**config.mk**
```make
export PLATFORM = sky130hd
export DESIGN_NAME = logic_unit_seq
export DESIGN_NICKNAME = d
export VERILOG_FILES = /design/src/rtl/logic_unit_pkg.sv /design/src/rtl/logic_lane.sv /design/src/rtl/logic_unit_seq.sv
export SDC_FILE = /design/constraint.sdc
export NUM_CORES = 1
export LEC_CHECK = 0
export BUFFER_PORTS_ARGS = -buffer_cell sky130_fd_sc_hd__buf_2
export CAP_MARGIN = 20
export CORE_MARGIN = 1.5
export CORE_UTILIZATION = 31
export CTS_BUF_LIST = sky130_fd_sc_hd__clkbuf_8
export CTS_CLUSTER_DIAMETER = 40
export DETAILED_ROUTE_END_ITERATION = 6
export GPL_TIMING_DRIVEN = 0
export PLACE_DENSITY = 0.55
export RECOVER_POWER = 25
export SLEW_MARGIN = 20
export SYNTH_ARGS = -nofsm -noshare
export SYNTH_HDL_FRONTEND = slang
export SYNTH_SLANG_ARGS = --single-unit
```
**constraint.sdc**
```tcl
create_clock -name clk -period 3.7 [get_ports clk]
set_input_delay 0.185 -clock clk [delete_from_list [all_inputs] [get_ports clk]]
set_output_delay 0.185 -clock clk [all_outputs]
set_load 0.1 [all_outputs]
```
**src/rtl/logic_unit_pkg.sv**
```systemverilog
// Shared definitions for the sequential logic unit: op encodings and FSM states.
// Optional feature macro used by this block: LOGIC_UNIT_POPCOUNT_EN.
package logic_unit_pkg;

    localparam logic [2:0] OP_AND  = 3'd0;
    localparam logic [2:0] OP_OR   = 3'd1;
    localparam logic [2:0] OP_NOT  = 3'd2;
    localparam logic [2:0] OP_NAND = 3'd3;
    localparam logic [2:0] OP_NOR  = 3'd4;
    localparam logic [2:0] OP_XOR  = 3'd5;
    localparam logic [2:0] OP_XNOR = 3'd6;
    localparam logic [2:0] OP_BUF  = 3'd7;

    typedef enum logic [1:0] {
        ST_IDLE = 2'd0,
        ST_RUN  = 2'd1,
        ST_DONE = 2'd2
    } state_e;

endpackage

```
**src/rtl/logic_lane.sv**
```systemverilog
// Combinational LANE-wide gate slice: applies one op to a pair of operand slices.
module logic_lane
    import logic_unit_pkg::*;
#(
    parameter int LANE = 1
) (
    input  logic [2:0]      op,
    input  logic [LANE-1:0] a_slice,
    input  logic [LANE-1:0] b_slice,
    output logic [LANE-1:0] y_slice
);

    always_comb begin
        // NOTE: default assignment first so no path through the case can infer a latch.
        y_slice = a_slice;
        case (op)
            OP_AND:  y_slice = a_slice & b_slice;
            OP_OR:   y_slice = a_slice | b_slice;
            OP_NOT:  y_slice = ~a_slice;
            OP_NAND: y_slice = ~(a_slice & b_slice);
            OP_NOR:  y_slice = ~(a_slice | b_slice);
            OP_XOR:  y_slice = a_slice ^ b_slice;
            OP_XNOR: y_slice = ~(a_slice ^ b_slice);
            default: y_slice = a_slice;
        endcase
    end

endmodule

```
**src/rtl/logic_unit_seq.sv**
```systemverilog
// Multi-cycle gate unit: processes LANE bits per clock under start/busy/done.
// Define LOGIC_UNIT_POPCOUNT_EN to add the popcount output and its accumulator.
module logic_unit_seq
    import logic_unit_pkg::*;
#(
    parameter int WIDTH = 8,
    parameter int LANE  = 1
) (
    input  logic                       clk,
    input  logic                       rst_n,
    input  logic                       start,
    input  logic [2:0]                 op,
    input  logic [WIDTH-1:0]           a,
    input  logic [WIDTH-1:0]           b,
    output logic                       busy,
    output logic                       done,
    output logic [WIDTH-1:0]           result,
    output logic                       zero,
    output logic                       parity
`ifdef LOGIC_UNIT_POPCOUNT_EN
    ,
    output logic [$clog2(WIDTH+1)-1:0] popcount
`endif
);

    localparam int N  = WIDTH / LANE;
    localparam int CW = $clog2(N + 1);

    state_e           state_q, state_d;
    logic [WIDTH-1:0] a_q, a_d;
    logic [WIDTH-1:0] b_q, b_d;
    logic [2:0]       op_q, op_d;
    logic [WIDTH-1:0] res_q, res_d;
    logic [CW-1:0]    cnt_q, cnt_d;
    logic             done_q, done_d;
    logic [WIDTH-1:0] result_q, result_d;
    logic             zero_q, zero_d;
    logic             parity_q, parity_d;
    logic [LANE-1:0]  y_slice;

    logic_lane #(.LANE(LANE)) u_lane (
        .op      (op_q),
        .a_slice (a_q[LANE-1:0]),
        .b_slice (b_q[LANE-1:0]),
        .y_slice (y_slice)
    );

    always_comb begin
        state_d  = state_q;
        a_d      = a_q;
        b_d      = b_q;
        op_d     = op_q;
        res_d    = res_q;
        cnt_d    = cnt_q;
        done_d   = 1'b0;
        result_d = result_q;
        zero_d   = zero_q;
        parity_d = parity_q;

        unique case (state_q)
            ST_IDLE: begin
                if (start) begin
                    a_d     = a;
                    b_d     = b;
                    op_d    = op;
                    cnt_d   = '0;
                    state_d = ST_RUN;
                end
            end
            ST_RUN: begin
                // Slices enter at the top so slice 0 ends up in the LSBs after N shifts.
                a_d   = a_q >> LANE;
                b_d   = b_q >> LANE;
                res_d = (res_q >> LANE) | (WIDTH'(y_slice) << (WIDTH - LANE));
                cnt_d = cnt_q + CW'(1);
                if (cnt_q == CW'(N - 1)) begin
                    state_d = ST_DONE;
                end
            end
            ST_DONE: begin
                done_d   = 1'b1;
                result_d = res_q;
                zero_d   = (res_q == '0);
                parity_d = ^res_q;
                state_d  = ST_IDLE;
            end
            default: state_d = ST_IDLE;
        endcase
    end

    // Working registers are reset too, so an aborted run leaves no stale state behind.
    always_ff @(posedge clk or negedge rst_n) begin
        if (!rst_n) begin
            state_q  <= ST_IDLE;
            a_q      <= '0;
            b_q      <= '0;
            op_q     <= '0;
            res_q    <= '0;
            cnt_q    <= '0;
            done_q   <= 1'b0;
            result_q <= '0;
            zero_q   <= 1'b1;
            parity_q <= 1'b0;
        end else begin
            // NOTE: non-blocking assignments so every flop samples the pre-edge values.
            state_q  <= state_d;
            a_q      <= a_d;
            b_q      <= b_d;
            op_q     <= op_d;
            res_q    <= res_d;
            cnt_q    <= cnt_d;
            done_q   <= done_d;
            result_q <= result_d;
            zero_q   <= zero_d;
            parity_q <= parity_d;
        end
    end

    assign busy   = (state_q != ST_IDLE);
    assign done   = done_q;
    assign result = result_q;
    assign zero   = zero_q;
    assign parity = parity_q;

`ifdef LOGIC_UNIT_POPCOUNT_EN
    localparam int PW = $clog2(WIDTH + 1);

    logic [PW-1:0] slice_ones;
    logic [PW-1:0] pc_acc_q, pc_acc_d;
    logic [PW-1:0] popcount_q, popcount_d;

    always_comb begin
        slice_ones = '0;
        for (int i = 0; i < LANE; i++) begin
            slice_ones = slice_ones + PW'(y_slice[i]);
        end
    end

    always_comb begin
        pc_acc_d   = pc_acc_q;
        popcount_d = popcount_q;
        unique case (state_q)
            ST_IDLE: if (start) pc_acc_d = '0;
            ST_RUN:  pc_acc_d = pc_acc_q + slice_ones;
            ST_DONE: popcount_d = pc_acc_q;
            default: pc_acc_d = pc_acc_q;
        endcase
    end

    always_ff @(posedge clk or negedge rst_n) begin
        if (!rst_n) begin
            pc_acc_q   <= '0;
            popcount_q <= '0;
        end else begin
            pc_acc_q   <= pc_acc_d;
            popcount_q <= popcount_d;
        end
    end

    assign popcount = popcount_q;
`endif

endmodule

```
==> flow_summary_export.csv, run 1 <==
group,metric,value,unit
run_status,outcome,"complete, no violations",
sta,period_share,0.404,
yosys,synth_area_leaders,"dfrtp_1, nand2_1, o21ai_0, a22oi_1, ha_1",
layout,ff_latch_area,0.00110,sq mm
yosys,syn_inst,193,
grt,antenna_found_initial,0,
sta,min_period,1490,ps
cts,cts.sink_count,44,
layout,antennaDiodeCount,0,
cts,h-tree-depth,2,
yosys,yosys.cell_types.count,31,
cts,cts_tree,"built",
power,comb_power_share,0.476,
yosys,ys_seq_area_frac,0.567,
drt,drt_wl_total,3880,um
floorplan,rows,28,
layout,nFillCells,589,
grt,grt_start_max_net_pins,45,
grt,grt_first_pass_wirelength,6380,um
layout,syn2layout_area_growth,19.5,%
grt,grt-ovfl-total,0,
yosys,synth_top_area_cell,"dfrtp_1",
setup_path,crit_required,3510,ps
cts,cts_buffer_depth,2,
setup_path,arrival,1310,ps
cts,path_clk_slew,80,ps
cts,cts_root_buf,"clkbuf_8",
floorplan,coreArea,0.00599,sq mm
cts,postCtsSetupBuffers,0,
layout,multiInputGateArea,734,sq um
yosys,synth-seq-cells,44,
power,swShare,0.449,
floorplan,pin_count,34,
layout,fin_nets,263,
cts,cts_buffers,5,
layout,design_area,0.00232,sq mm
yosys,syn_area,0.00194,sq mm
floorplan,die_h,82.2,um
floorplan,start_util,0.324,
sta,worst_pin_slew,557,ps
yosys,ys.flop_type,"dfrtp_1",
hold_path,worst_hold_path_type,"input pin to flop",
power,power.total,2.22,mW
cts,clkLatencyLatePin,300,ps
setup_path,path_class,"flop to primary output",
yosys,avgSynthCellArea,10.1,sq um
floorplan,die_x,82.2,um
yosys,ys.warnings.count,0,
power,p_int,1.22,mW
drt,drt_iter0_drc,102,
sta,relSlewSlack,0.629,
cts,ctsResizeCount,0,
drt,ant_nets,0,
layout,final_layout_size_suffix_gt1_frac,0.230,
sta,max_freq,0.670,GHz
cts,holdBufCountCts,0,
place,io_buffers,33,
setup_path,cp-end-kind,"primary output",
drt,route.detailed.drc,0,
drt,wl_per_cell,12.5,um
power,total_leakage_power,1.15,nW
grt,first_global_vias,1357,
place,post-dp-hpwl,2680,um
yosys,synth_edf_count,0,
sta,drv_slew,0,
drt,via_per_inst,4.63,
yosys,synth_top_area_share,0.554,
yosys,yosys-top-cells-count,"nand2_1, dfrtp_1, o21ai_0",
power,p_sw,998,uW
run,maxCapViolCount,0,
place,finalWeightedCongestion,0.757,
floorplan,die_area,0.00675,sq mm
sta,fin_worst_skew,5.57,ps
place,place_area,0.00220,sq mm
power,ir_drop,0.343,mV
sta,rsz0062_at_grt,"false",
power,pwr_density_cell,956,mW/mm^2
power,clockPowerShare,0.164,
yosys,async_reset_ff_frac,1.00,
grt,grtUsageTotal,0.127,
sta,fin_tns_setup,0,ps
drt,vias,1435,
setup_path,startpoint_type,"flop",
setup_path,cp_max_fo,5,
power,pwr-share-seq,0.360,
yosys,post-synth-top-count-cell,"nand2_1",
sta,setup_viol,0,
sta,hold_viol,0,
yosys,synth_nets,222,
drt,firstDrtPassIters,4,
## kinds of logic after synthesis
| kind of cell | synth area share |
|---|---|
| multiplexers | 0.0219 |
| adder cells (fa/ha/maj) | 0.0451 |
| flip-flops | 0.567 |
| AND/OR/NAND/NOR | 0.153 |
| XOR/XNOR | 0.0180 |
| AO/OA/AOI/OAI | 0.140 |
| buffers and inverters | 0.0547 |
## registers in the layout (all words and copies together), names as in the netlist
register and flops:
a_q 8, b_q 8, res_q 8, result 8, cnt_q 4, op_q 3, state_q 2, done 1
parity 1, zero 1
## power groups by stage
stage | sequential, mW | combinational, mW | clock [mW]
after floorplan | 1.05 | 0.604 | 0
after global placement | 0.804 | 1.05 | 0
after detailed placement | 0.809 | 1.07 | 0
after CTS | 0.801 | 1.07 | 0.376
after global routing | 0.825 | 1.17 | 0.399
final | 0.799 | 1.06 | 0.365
## final cells by class
cell class                 count  share of cell area
inverter                      12              0.0194
multi-input combinational    127               0.316
sequential                    44               0.475
tap                           75              0.0404
clock inverter                 3              0.0167
buffer                        10              0.0264
clock buffer                   5              0.0296
timing repair buffer          34              0.0765
## placed cells by master (no fill, tap or decap)
cell,netlist,final
a2111o_1,1,1
a21oi_1,1,1
a221o_1,2,2
a22oi_1,12,12
buf_2,4,36
buf_4,3,4
buf_6,1,1
bufinv_16,0,1
clkbuf_1,2,2
clkbuf_8,0,5
clkinv_2,0,1
dfrtp_1,43,43
dfstp_2,1,1
dlygate4sd3_1,0,1
ha_1,7,7
inv_1,12,13
mux2_2,2,2
mux2i_1,2,2
nand2_1,53,53
nand2b_1,3,3
nand3b_1,1,1
nand4_1,2,2
nor2_1,2,2
nor2_2,1,1
nor2b_1,2,2
nor3_1,3,3
nor3b_2,1,1
o2111ai_1,1,1
o211ai_1,1,1
o21ai_0,23,23
o21ai_1,1,1
o32ai_1,1,1
or2_2,1,1
xnor2_1,3,3
xor2_1,1,1
## per-stage QoR
step | util | instances | hold slack [ps] | worst slack [ps]
final | 0.388 | 310 | 91.7 | 2210
after floorplan | - | 193 | -111 | 2370
after CTS | 0.386 | 309 | 86.8 | 2190
after global placement | 0.368 | 301 | 390 | 2250
after detailed placement | 0.368 | 301 | 394 | 2230
after global routing | 0.388 | 310 | 85.9 | 2110
## per-layer routing
metal / track usage / wire length [um] / up-vias
met2: 0.185 / 1710 / 21
met5: 0 / 0 / -
li1: - / - / 727
met3: 0.0363 / 139 / 5
met4: 0.0508 / 63 / 0
met1: 0.176 / 1960 / 682
## worst max-delay path: stages, from the launching register on
cell and delay [ps]:
dfrtp_1 420, or2_2 300, buf_2 290
## worst paths after layout
check                      startpoint  cells past startpoint  slack, ps  endpoint
max                        state_q[1]                      2       2210      busy
min                             op[1]                      3         90   op_q[1]
max reg2reg                    a_q[0]                      6       2240  res_q[7]
min reg2reg                      zero                      2        480      zero
max in group asynchronous       rst_n                      2       2900      zero
min in group asynchronous       rst_n                      2        420  res_q[4]
(Power assumes the default switching activity.)
==> run 2, diff against run 1 <==
- clock period: 3.7 -> 1.5 ns (I/O delays scaled with it)
==> run 2 against run 1 <==
Against the previous run:
- register-to-register slack worse by 2100 ps
- clock power up 150%
- die area unchanged
- via count up 3.6%
- cell area up 7.3%
- global-route usage up 0.094 points
- sequential power up 150%
- count of clock-buffer cells in the layout unchanged
- highest routed layer unchanged
- combinational power rose to 2.5 times the previous value
- core utilization up 2.8 points
- critical endpoint unchanged
==> flow_summary_export.csv, run 2 (synthesized netlist as in run 1, its figures left out) <==
group,metric,value,unit
floorplan,coreArea,0.00599,sq mm
sta,fin_worst_skew,5.42,ps
floorplan,rows,28,
sta,max_freq,0.722,GHz
drt,via_per_inst,4.55,
layout,nFillCells,570,
sta,fin_tns_setup,0,ps
setup_path,cp_max_fo,5,
grt,grt_start_max_net_pins,45,
drt,drt_iter0_drc,101,
layout,antennaDiodeCount,0,
cts,h-tree-depth,2,
place,place_inst,301,
place,finalWeightedCongestion,0.757,
sta,worst_pin_slew,1100,ps
sta,period_share,0.923,
drt,firstDrtPassIters,4,
layout,mostFrequentLayoutCell,"nand2_1",
sta,relSlewSlack,0.267,
layout,fin_nets,280,
cts,clkLatencyLatePin,300,ps
setup_path,arrival,1310,ps
power,ir_drop,0.845,mV
sta,min_period,1380,ps
drt,vias,1487,
layout,final_core_util,0.416,
setup_path,crit_required,1420,ps
sta,setup_viol,0,
floorplan,pin_count,34,
place,place_area,0.00220,sq mm
setup_path,path_class,"flop to primary output",
power,total_leakage_power,1.22,nW
hold_path,worst_hold_path_type,"input pin to flop",
drt,route.detailed.drc,0,
floorplan,die_h,82.2,um
power,power.total,5.54,mW
run_status,outcome,"complete, no violations",
grt,grtUsageTotal,0.128,
setup_path,cp-end-kind,"primary output",
cts,cts_buffer_depth,2,
drt,ant_nets,0,
layout,design_area,0.00249,sq mm
run,maxCapViolCount,0,
sta,hold_viol,0,
grt,antenna_found_initial,0,
layout,finalNonFillerCells,327,
floorplan,die_area,0.00675,sq mm
grt,grt-ovfl-total,0,
cts,cts.sink_count,44,
sta,drv_slew,0,
grt,first_global_vias,1383,
setup_path,startpoint_type,"flop",
power,pwr_density_cell,2220,mW/mm^2
sta,rsz0062_at_grt,"false",
cts,cts_tree,"built",
cts,cts_root_buf,"clkbuf_8",
grt,grt_first_pass_wirelength,6450,um
place,io_buffers,33,
floorplan,start_util,0.324,
drt,drt_wl_total,3930,um
layout,final_layout_size_suffix_gt1_frac,0.226,
drt,wl_per_cell,12.0,um
place,post-dp-hpwl,2680,um
layout,syn2layout_area_growth,28.3,%
cts,path_clk_slew,90,ps
cts,cts_buffers,5,
layout,layout.cells.most_common_list,"nand2_1, dfrtp_1, buf_2",
floorplan,die_x,82.2,um
-- run 2: changes by cell type in the layout (fill, tap and decap cells not counted), sizes merged --
cell         before  now
clkbuf            7    8
dlygate4sd3       1   17
-- run 2: stage by stage --
step	hold WS, ps	worst slack, ps
finish	9.80	115
global route	4.29	8.80
CTS	1.61	11.3
detailed placement	284	33.8
global placement	280	46.9
floorplan	-221	165
-- run 2: cell type report --
cell class	instances	area (sq um)	area share
inverter	12	45.0	0.0181
clock inverter	3	38.8	0.0156
timing repair buffer	51	343	0.138
multi-input combinational	127	739	0.297
clock buffer	5	68.8	0.0276
sequential	44	1100	0.442
buffer	10	61.3	0.0246
tap	75	93.8	0.0377
-- run 2: per-layer routing --
layer | vias to the layer above | track usage | wire length (um)
met2 | 23 | 0.191 | 1750
met3 | 5 | 0.0352 | 133
li1 | 760 | - | -
met1 | 699 | 0.175 | 1980
met5 | - | 0 | 0
met4 | 0 | 0.0508 | 63
-- run 2: timing repair --
item                                    CTS  global route
gates resized for setup                   0             2
setup buffers                             0             1
hold buffers                             15             2
endpoints found under the setup margin    0             1
endpoints found under the hold margin    57             2
-- run 2: path summary, 6_finish.rpt --
kind | slack, ps | startpoint | endpoint | cells after the start
setup / recovery | 120 | state_q[1] | busy | 2
hold / removal | 10 | a[0] | a_q[0] | 2
setup reg to reg | 140 | a_q[0] | res_q[7] | 6
hold reg to reg | 480 | zero | zero | 2
max in group asynchronous | 320 | rst_n | b_q[0] | 2
min in group asynchronous | 520 | rst_n | res_q[4] | 2
-- run 2: worst max-delay path: stages (launching register included) --
cell,delay (ps)
dfrtp_1,420
or2_2,300
buf_2,290
-- run 2: power by group --
group          total, mW  internal, mW  switching [mW]
combinational       2.67         0.905            1.76
sequential          1.97          1.67           0.296
clock              0.905         0.488           0.417
